<file path="src/rtl/multicycle_ctrl.sv">
// Multi-cycle sequencer for the RV32I core.
// Walks each instruction through FETCH, DECODE, EXEC, (MEM), WB and
// drives the datapath enables. Illegal encodings and memory timeouts
// park the sequencer in a sticky TRAP state until rst.
//
// Handshake: imem_req/mem_re/mem_we are held high while waiting; the
// matching *_ready input completes the access in the cycle it is seen high.
// A wait that reaches MEM_TIMEOUT cycles without ready traps with bus_err.
// A ready seen in that last cycle still completes the access.
module multicycle_ctrl #(
  parameter int MEM_TIMEOUT = 255
) (
  input  logic        clk,
  input  logic        rst,
  input  logic [6:0]  opcode,
  input  logic [2:0]  funct3,
  input  logic        branch_taken,
  input  logic        imem_ready,
  input  logic        dmem_ready,
  output logic [2:0]  state,
  output logic        imem_req,
  output logic        ir_we,
  output logic        pc_we,
  output logic [1:0]  pc_sel,
  output logic [1:0]  alu_src_a,
  output logic        alu_src_b,
  output logic        mem_re,
  output logic        mem_we,
  output logic        reg_we,
  output logic [1:0]  wb_sel,
  output logic        illegal,
  output logic        bus_err,
  output logic        retire,
  output logic [31:0] instret
);

  typedef enum logic [2:0] {
    S_FETCH  = 3'd0,
    S_DECODE = 3'd1,
    S_EXEC   = 3'd2,
    S_MEM    = 3'd3,
    S_WB     = 3'd4,
    S_TRAP   = 3'd5
  } state_t;

  typedef enum logic [3:0] {
    C_OP, C_OPI, C_LD, C_ST, C_JAL, C_JALR, C_AUIPC, C_LUI, C_BR
  } cls_t;

  // Index of the last allowed wait cycle.
  localparam logic [7:0] WAIT_LAST = 8'(MEM_TIMEOUT - 1);

  state_t     st;
  cls_t       cls;
  logic [7:0] wcnt;
  cls_t       dec_cls;
  logic       dec_ok;
  logic       wait_last;

  assign state     = st;
  assign wait_last = (wcnt == WAIT_LAST);

  // Classify the opcode/funct3 pair and flag illegal encodings.
  always_comb begin
    dec_cls = C_OP;
    dec_ok  = 1'b1;
    case (opcode)
      7'b0110111: dec_cls = C_LUI;
      7'b0010111: dec_cls = C_AUIPC;
      7'b1101111: dec_cls = C_JAL;
      7'b1100111: begin
        dec_cls = C_JALR;
        dec_ok  = (funct3 == 3'b000);
      end
      7'b1100011: begin
        dec_cls = C_BR;
        dec_ok  = (funct3 != 3'b010) && (funct3 != 3'b011);
      end
      7'b0000011: begin
        dec_cls = C_LD;
        dec_ok  = !((funct3 == 3'b011) || (funct3[2:1] == 2'b11));
      end
      7'b0100011: begin
        dec_cls = C_ST;
        dec_ok  = (funct3 < 3'b011);
      end
      7'b0010011: dec_cls = C_OPI;
      7'b0110011: dec_cls = C_OP;
      default:    dec_ok  = 1'b0;
    endcase
  end

  // Datapath controls from the current state, latched class and handshakes.
  always_comb begin
    imem_req  = 1'b0;
    ir_we     = 1'b0;
    pc_we     = 1'b0;
    pc_sel    = 2'd0;
    alu_src_a = 2'd0;
    alu_src_b = 1'b0;
    mem_re    = 1'b0;
    mem_we    = 1'b0;
    reg_we    = 1'b0;
    wb_sel    = 2'd0;
    retire    = 1'b0;
    if (!rst) begin
      case (st)
        S_FETCH: begin
          imem_req = 1'b1;
          ir_we    = imem_ready;
        end
        S_EXEC: begin
          case (cls)
            C_OPI, C_LD, C_ST, C_JALR: alu_src_b = 1'b1;
            C_AUIPC: begin
              alu_src_a = 2'd1;
              alu_src_b = 1'b1;
            end
            C_LUI: begin
              alu_src_a = 2'd2;
              alu_src_b = 1'b1;
            end
            C_BR: begin
              pc_we  = 1'b1;
              retire = 1'b1;
              pc_sel = branch_taken ? 2'd1 : 2'd0;
            end
            default: ;
          endcase
        end
        S_MEM: begin
          if (cls == C_LD) begin
            mem_re = 1'b1;
          end else begin
            mem_we = 1'b1;
            pc_we  = dmem_ready;
            retire = dmem_ready;
          end
        end
        S_WB: begin
          reg_we = 1'b1;
          pc_we  = 1'b1;
          retire = 1'b1;
          case (cls)
            C_LD: wb_sel = 2'd1;
            C_JAL: begin
              wb_sel = 2'd2;
              pc_sel = 2'd1;
            end
            C_JALR: begin
              wb_sel = 2'd2;
              pc_sel = 2'd2;
            end
            default: ;
          endcase
        end
        default: ;
      endcase
    end
  end

  // Sequencer state, op class, wait counter, sticky flags and retire count.
  always_ff @(posedge clk) begin
    if (rst) begin
      st      <= S_FETCH;
      cls     <= C_OP;
      wcnt    <= 8'd0;
      illegal <= 1'b0;
      bus_err <= 1'b0;
      instret <= 32'd0;
    end else begin
      if (retire) instret <= instret + 32'd1;
      case (st)
        S_FETCH: begin
          if (imem_ready) begin
            st   <= S_DECODE;
            wcnt <= 8'd0;
          end else if (wait_last) begin
            bus_err <= 1'b1;
            st      <= S_TRAP;
          end else begin
            wcnt <= wcnt + 8'd1;
          end
        end
        S_DECODE: begin
          cls <= dec_cls;
          if (dec_ok) begin
            st <= S_EXEC;
          end else begin
            illegal <= 1'b1;
            st      <= S_TRAP;
          end
        end
        S_EXEC: begin
          wcnt <= 8'd0;
          if (cls == C_BR)                     st <= S_FETCH;
          else if (cls == C_LD || cls == C_ST) st <= S_MEM;
          else                                 st <= S_WB;
        end
        S_MEM: begin
          if (dmem_ready) begin
            wcnt <= 8'd0;
            st   <= (cls == C_LD) ? S_WB : S_FETCH;
          end else if (wait_last) begin
            bus_err <= 1'b1;
            st      <= S_TRAP;
          end else begin
            wcnt <= wcnt + 8'd1;
          end
        end
        S_WB: begin
          wcnt <= 8'd0;
          st   <= S_FETCH;
        end
        default: st <= S_TRAP;
      endcase
    end
  end

endmodule

</file>
<file path="config.mk">
export PLATFORM = sky130hd
export DESIGN_NAME = multicycle_ctrl
export DESIGN_NICKNAME = d
export VERILOG_FILES = /design/src/rtl/multicycle_ctrl.sv
export SDC_FILE = /design/constraint.sdc
export NUM_CORES = 1
export LEC_CHECK = 0
export BUFFER_PORTS_ARGS = -buffer_cell sky130_fd_sc_hd__buf_2
export CORE_ASPECT_RATIO = 2
export CORE_MARGIN = 5
export CORE_UTILIZATION = 55
export DETAILED_ROUTE_END_ITERATION = 16
export GPL_TIMING_DRIVEN = 1
export PLACE_DENSITY = 0.81
export SYNTH_ARGS = -nofsm -noshare
export SYNTH_HDL_FRONTEND = slang
export SYNTH_SLANG_ARGS = --single-unit
</file>
<file path="constraint.sdc">
create_clock -name clk -period 3.8 [get_ports clk]
set_clock_uncertainty 0.15 [all_clocks]
set_input_delay 0.76 -clock clk [delete_from_list [all_inputs] [get_ports clk]]
set_output_delay 0.76 -clock clk [all_outputs]
set_load 0.1 [all_outputs]
</file>
==> flow_summary.ini, run 1 <==
[outcome]
outcome = completed

[setup_path]
crit_chain = or3b_4 > o32a_4 > a21oi_4 > buf_12
crit_path_start = state[0]
cp.depth = 4
slowest_stage = dfxtp_1
critPathTopFamily = compound AO/OA/AOI/OAI gates
cp.buffers_inverters = 1
r2r-start = state[0]
cp-endpoint = retire
criticalPathCategory = flop to output pin
reg2reg_setup_slack_ns = 1.15
worst-r2r-cell-count = 5
max_stage_delay_ns = 0.49
crit_required_ns = 2.89
arrival_ns = 2.23
r2r_end = instret[30]
crit_path_start_kind = flop
cp_max_fo = 25
critPathCaptureType = output pin

[run]
drv_cap = 0

[routing]
via_per_inst = 6.048
drc = 0
ant_nets = 0
dr.pass1.iters = 4
drt_iter0_drc = 145
finalWirelength_um = 7377
vias = 2915
wl_per_cell_um = 15.30

[logic_synthesis]
async_reset_ff_frac = 0
syn_inst = 374
synth_edf_count = 0
ys_ff_latch = 49
synth.avg_cell_area_um2 = 7.818
yosysTopAreaCell = dfxtp_1
ys_types = 58
synth-main-ff-cell = dfxtp_1
synth_fp_nets = 392
seq_area_frac_synth = 0.3355
ys_top_cells_by_area = dfxtp_1 (34%), xnor2_1 (6.3%), nor2_1 (5.9%)
yosys_warnings = 0
synth_area_um2 = 2924
synth_top_area_share = 0.3355

[cts]
cts_max_level = 2
cts_resized = 0
cts_buffers = 5
clockBufferDepth = 2
path_clk_slew_ns = 0.09
cts_tree = yes
clkSinkCount = 49
clk_latency_ns = 0.32
cts_hold_buf = 0
cts_setup_buffers = 0
cts-root-buf = clkbuf_8

[finish]
multi_input_area_um2 = 1837
final_common_cell = buf_2
syn2layout_area_growth_pct = 17.20
ff_latch_area_um2 = 982.2
fill_cells = 455
n_antenna_cell = 0
final_nets = 442
drive_above_1_share = 0.2335
layout_common_cells = buf_2 (63), dfxtp_1 (48), nor2_1 (46)
fin_util = 0.6669

[pwr]
max-vdd-ir-drop_v = 0.0002805
power_density_nw_per_um2 = 297.2
internal_power_mw = 0.7080
power_frac_comb = 0.156
total_leakage_power_nw = 1.260
pwr-share-seq = 0.524
switching_share = 0.3049
clkPwrFrac = 0.320
power.switching_mw = 0.3106

[placement]
portBuffers = 65
preCtsSetupSlack_ns = 0.8254
dp_hpwl_um = 5526
gp_congestion = 0.8914

[timing]
timing.fmax_ghz = 0.3184
maxSlewViolCount = 0
final-setup-viol-count = 0
period_share = 0.8266
period_needed_ns = 3.141
whs_ns = 0.3427
maxSlewHeadroom = 0.5571
tightest_slew_ns = 0.6599
worst_slack_ns = 0.6589
rsz0062_at_grt = no
final_hold_viol_count = 0
fin_setup_tns_ns = 0

[floorplan]
die_h_um = 113.1
row_count = 37
initial_core_util = 0.5690
core_um2 = 5139
die_w_um = 61.56
die_area_um2 = 6963
num_io_pins = 66

[grt]
grt.overflow.total = 0
grt_use_total = 0.2316
grt_max_degree = 36
grt_pass1_vias = 2848
antenna_found_initial = 0
grt_pass1_wl_um = 12720

[worst_hold_path]
worstHoldStart = bus_err
min_path_type = flop to flop
[cells in the mapped netlist, types with 5 or more instances]
| library cell | count |
|---|---|
| dfxtp_1 | 49 |
| nor2_1 | 46 |
| a21oi_1 | 30 |
| nand2_1 | 25 |
| xnor2_1 | 21 |
| clkbuf_1 | 19 |
| o21ai_0 | 19 |
| inv_1 | 18 |
| nand3_1 | 15 |
| nor3_1 | 13 |
| nand4_1 | 11 |
| a2111oi_2 | 10 |
| or3_1 | 8 |
| a211oi_1 | 7 |
| nand2b_1 | 7 |
| nor4_1 | 7 |
| and3_1 | 5 |
[power groups by stage]
stage | registers (mW) | clock network (mW) | logic, mW
after floorplan | 0.570 | 0 | 0.101
after global placement | 0.545 | 0 | 0.157
after detailed placement | 0.545 | 0 | 0.159
after CTS | 0.533 | 0.338 | 0.160
after global routing | 0.536 | 0.360 | 0.173
final | 0.533 | 0.326 | 0.159
[stage by stage]
stage                     std cells  power [mW]  instance area [µm²]
final                           482       1.019                 3427
after global placement          475      0.7024                 3337
after floorplan                 374      0.6711                 2989
after global routing            482       1.069                 3427
after CTS                       482       1.031                 3427
after detailed placement        475      0.7046                 3337
[how the worst min path moves through the flow]
stage	end	slack (ns)	cells past startpoint
after global placement	bus_err	0.32	2
after global routing	bus_err	0.39	2
after detailed placement	bus_err	0.32	2
final	bus_err	0.34	2
after CTS	bus_err	0.35	2
after floorplan	wcnt[5]	0.31	2
[worst reg2reg max path, stage by stage (launching register included)]
cell	delay, ns
dfxtp_1	0.49
or3b_4	0.49
o32a_4	0.48
a2111o_1	0.51
or3_1	0.34
a21oi_1	0.14
[sequential cells by signal (all words and copies together), names as in the netlist]
signal and cells:
bus_err 1, cls 4, illegal 1, instret 32
state 3, wcnt 8
[cell families (layout without fill, tap and decap cells)]
family                     count (synthesis)  after routing  synth area share
and+or+nand+nor                          159            159            0.2794
xor gates and xnor gates                  23             23           0.06889
muxes                                      1              1          0.003423
buffers and inverters                     43             93           0.05819
AOI/OAI and AO/OA                         96             96            0.2418
adders and majority gates                  3              3           0.01284
DFF                                       49             49            0.3355
[layer usage]
metal / vias to the layer above / wire [µm] / GRT usage
li1: 1446 / - / -
met2: 76 / 4199 / 0.4059
met5: - / 0 / 0
met1: 1375 / 2612 / 0.2519
met3: 18 / 357 / 0.04680
met4: 0 / 207 / 0.1062
[area by class of cell]
class,count,share of cell area
Clock buffer,6,0.02410
Clock inverter,1,0.002191
Inverter,18,0.01972
Multi-Input combinational cell,282,0.5360
Sequential cell,49,0.2866
Tap cell,58,0.02118
Timing Repair Buffer,68,0.1103
Power figures use the tool's default switching activity.
==> run 2, diff against run 1 <==
--- a/config.mk
+++ b/config.mk
@@ -8,10 +8,10 @@
 export BUFFER_PORTS_ARGS = -buffer_cell sky130_fd_sc_hd__buf_2
 export CORE_ASPECT_RATIO = 2
 export CORE_MARGIN = 5
-export CORE_UTILIZATION = 55
+export CORE_UTILIZATION = 54
 export DETAILED_ROUTE_END_ITERATION = 16
 export GPL_TIMING_DRIVEN = 1
-export PLACE_DENSITY = 0.81
+export PLACE_DENSITY = 0.8
 export SYNTH_ARGS = -nofsm -noshare
 export SYNTH_HDL_FRONTEND = slang
 export SYNTH_SLANG_ARGS = --single-unit
==> constraint.sdc (replaced) <==
create_clock -name clk -period 2.9 [get_ports clk]
set_clock_uncertainty 0.15 [all_clocks]
set_input_delay 0.58 -clock clk [delete_from_list [all_inputs] [get_ports clk]]
set_output_delay 0.58 -clock clk [all_outputs]
set_load 0.1 [all_outputs]
==> run 2 against run 1 <==
Against the previous run:
- setup slack got worse by 0.54 ns
- hold slack got worse by 0.012 ns
- wire length increased by 4.0%
- total power increased by 33%
- sequential cell count unchanged
- via count increased by 3.1%
- cell area increased by 6.1%
- combinational power increased by 41%
- non-clock buffer count increased by 5
- first-iteration DRC count increased by 46%
- core utilization increased by 1.6 points
- register-to-register slack got worse by 0.91 ns
- largest cell class unchanged
- largest power group unchanged
- highest routed layer unchanged
==> flow_summary.ini, run 2 (synthesis results as in run 1) <==
[cts]
clkSinkCount = 49
cts_tree = yes
cts_buffers = 5
clockBufferDepth = 2
clk_latency_ns = 0.33
cts-root-buf = clkbuf_8
cts_resized = 0
cts_max_level = 2
path_clk_slew_ns = 0.09

[routing]
finalWirelength_um = 7673
dr_wl_met2_um = 3898
via_per_inst = 6.118
dr.max_layer_used = met4
wl_per_cell_um = 15.63
dr.pass1.iters = 4
wirelength_met1_um = 3134
wl_met3_um = 490
drc = 0
drt_iter0_drc = 211
vias = 3004
ant_nets = 0

[finish]
drive_above_1_share = 0.2691
final_common_cell = buf_2
fin_cells = 491
fill_cells = 449
top_register = instret
multi_input_area_um2 = 1906
reg.largest.list = instret: 32 flops, wcnt: 8 flops, cls: 4 flops
final_nets = 448
ff_latch_area_um2 = 992.2
n_antenna_cell = 0
syn2layout_area_growth_pct = 24.39
largest_reg_flops = 32
layout_common_cells = buf_2 (58), dfxtp_1 (46), nor2_1 (43)

[floorplan]
core_um2 = 5325
die_area_um2 = 7076
num_io_pins = 66
die_w_um = 62.04
initial_core_util = 0.5491
row_count = 38
die_h_um = 114.1

[pwr]
power.total_mw = 1.356
total_leakage_power_nw = 1.330
switching_share = 0.3190
pwr-share-seq = 0.517
internal_power_mw = 0.9232
power_density_nw_per_um2 = 372.7
max-vdd-ir-drop_v = 0.0003888
power_frac_comb = 0.165
clkPwrFrac = 0.318
power.switching_mw = 0.4324

[grt]
grt_use_total = 0.2162
antenna_found_initial = 0
grt_pass1_vias = 2808
grt_pass1_wl_um = 12210
grt_max_degree = 35
grt.overflow.total = 0

[worst_hold_path]
min_path_type = flop to flop

[setup_path]
cp_max_fo = 25
crit_path_start_kind = flop
critPathCaptureType = output pin
criticalPathCategory = flop to output pin
arrival_ns = 2.06
crit_required_ns = 2.17

[timing]
fin_setup_tns_ns = 0
period_share = 0.9607
timing.fmax_ghz = 0.3589
period_needed_ns = 2.786
final_hold_viol_count = 0
maxSlewViolCount = 0
rsz0062_at_grt = no
final-setup-viol-count = 0
maxSlewHeadroom = 0.5814
tightest_slew_ns = 0.6236

[placement]
portBuffers = 65
gp_congestion = 0.8820
dp.cells = 481
dp_hpwl_um = 5420

[run]
drv_cap = 0

[outcome]
outcome = completed
-- run 2: changes by cell type in the layout (fill, tap and decap cells not counted), sizes merged --
cell / previous run / this run
buf: 68 / 73
inv: 18 / 20
clkbuf: 6 / 5
o32a: 1 / 2
-- run 2: final cells by class --
type | instances | area share
multi-input combinational | 283 | 0.5239
sequential | 49 | 0.2728
timing repair buffer | 73 | 0.1383
tap | 60 | 0.02064
clock buffer | 5 | 0.01892
inverter | 18 | 0.01858
clock inverter | 3 | 0.006880
-- run 2: critical path, cell delays in order, from the launching register on --
cell and delay (ns):
dfxtp_1 0.47, or4b_1 0.58, nand4_1 0.19, buf_12 0.20, a21oi_4 0.10, buf_12 0.18
-- run 2: worst paths after layout --
kind                       to  cells past startpoint  slack, ns     start
hold reg to reg       bus_err                      2       0.33   bus_err
hold / removal        bus_err                      2       0.33   bus_err
setup reg to reg  instret[26]                      6       0.24  state[1]
setup / recovery        pc_we                      5       0.11    cls[1]
-- run 2: power groups by stage --
stage | clock (mW) | combinational (mW) | sequential [mW]
2_1_floorplan | 0 | 0.143 | 0.746
3_3_place_gp | 0 | 0.215 | 0.713
3_5_place_dp | 0 | 0.219 | 0.714
4_1_cts | 0.439 | 0.220 | 0.699
5_1_grt | 0.477 | 0.238 | 0.702
6_report | 0.432 | 0.224 | 0.700
-- run 2: through the flow --
| step | util | instance area (µm²) | setup slack (ns) | hold WS [ns] |
|---|---|---|---|---|
| final | 0.6830 | 3637 | 0.1140 | 0.3311 |
| after global routing | 0.6830 | 3637 | 0.03022 | 0.3905 |
| after global placement | 0.6619 | 3525 | 0.4146 | 0.3029 |
| after detailed placement | 0.6619 | 3525 | 0.3783 | 0.3146 |
| after floorplan | - | 3093 | -0.3567 | 0.3130 |
| after CTS | 0.6795 | 3618 | 0.02848 | 0.3385 |
-- run 2: per-layer routing --
layer / vias up / global-route usage
met5: - / 0
met4: 0 / 0.08499
li1: 1474 / -
met3: 11 / 0.03499
met2: 90 / 0.3428
met1: 1429 / 0.2840
-- run 2: repair_timing --
item	CTS	global route
buffers inserted	0	1
endpoints found under the setup margin	0	2
hold buffers	0	0
hold endpoints to repair	0	0
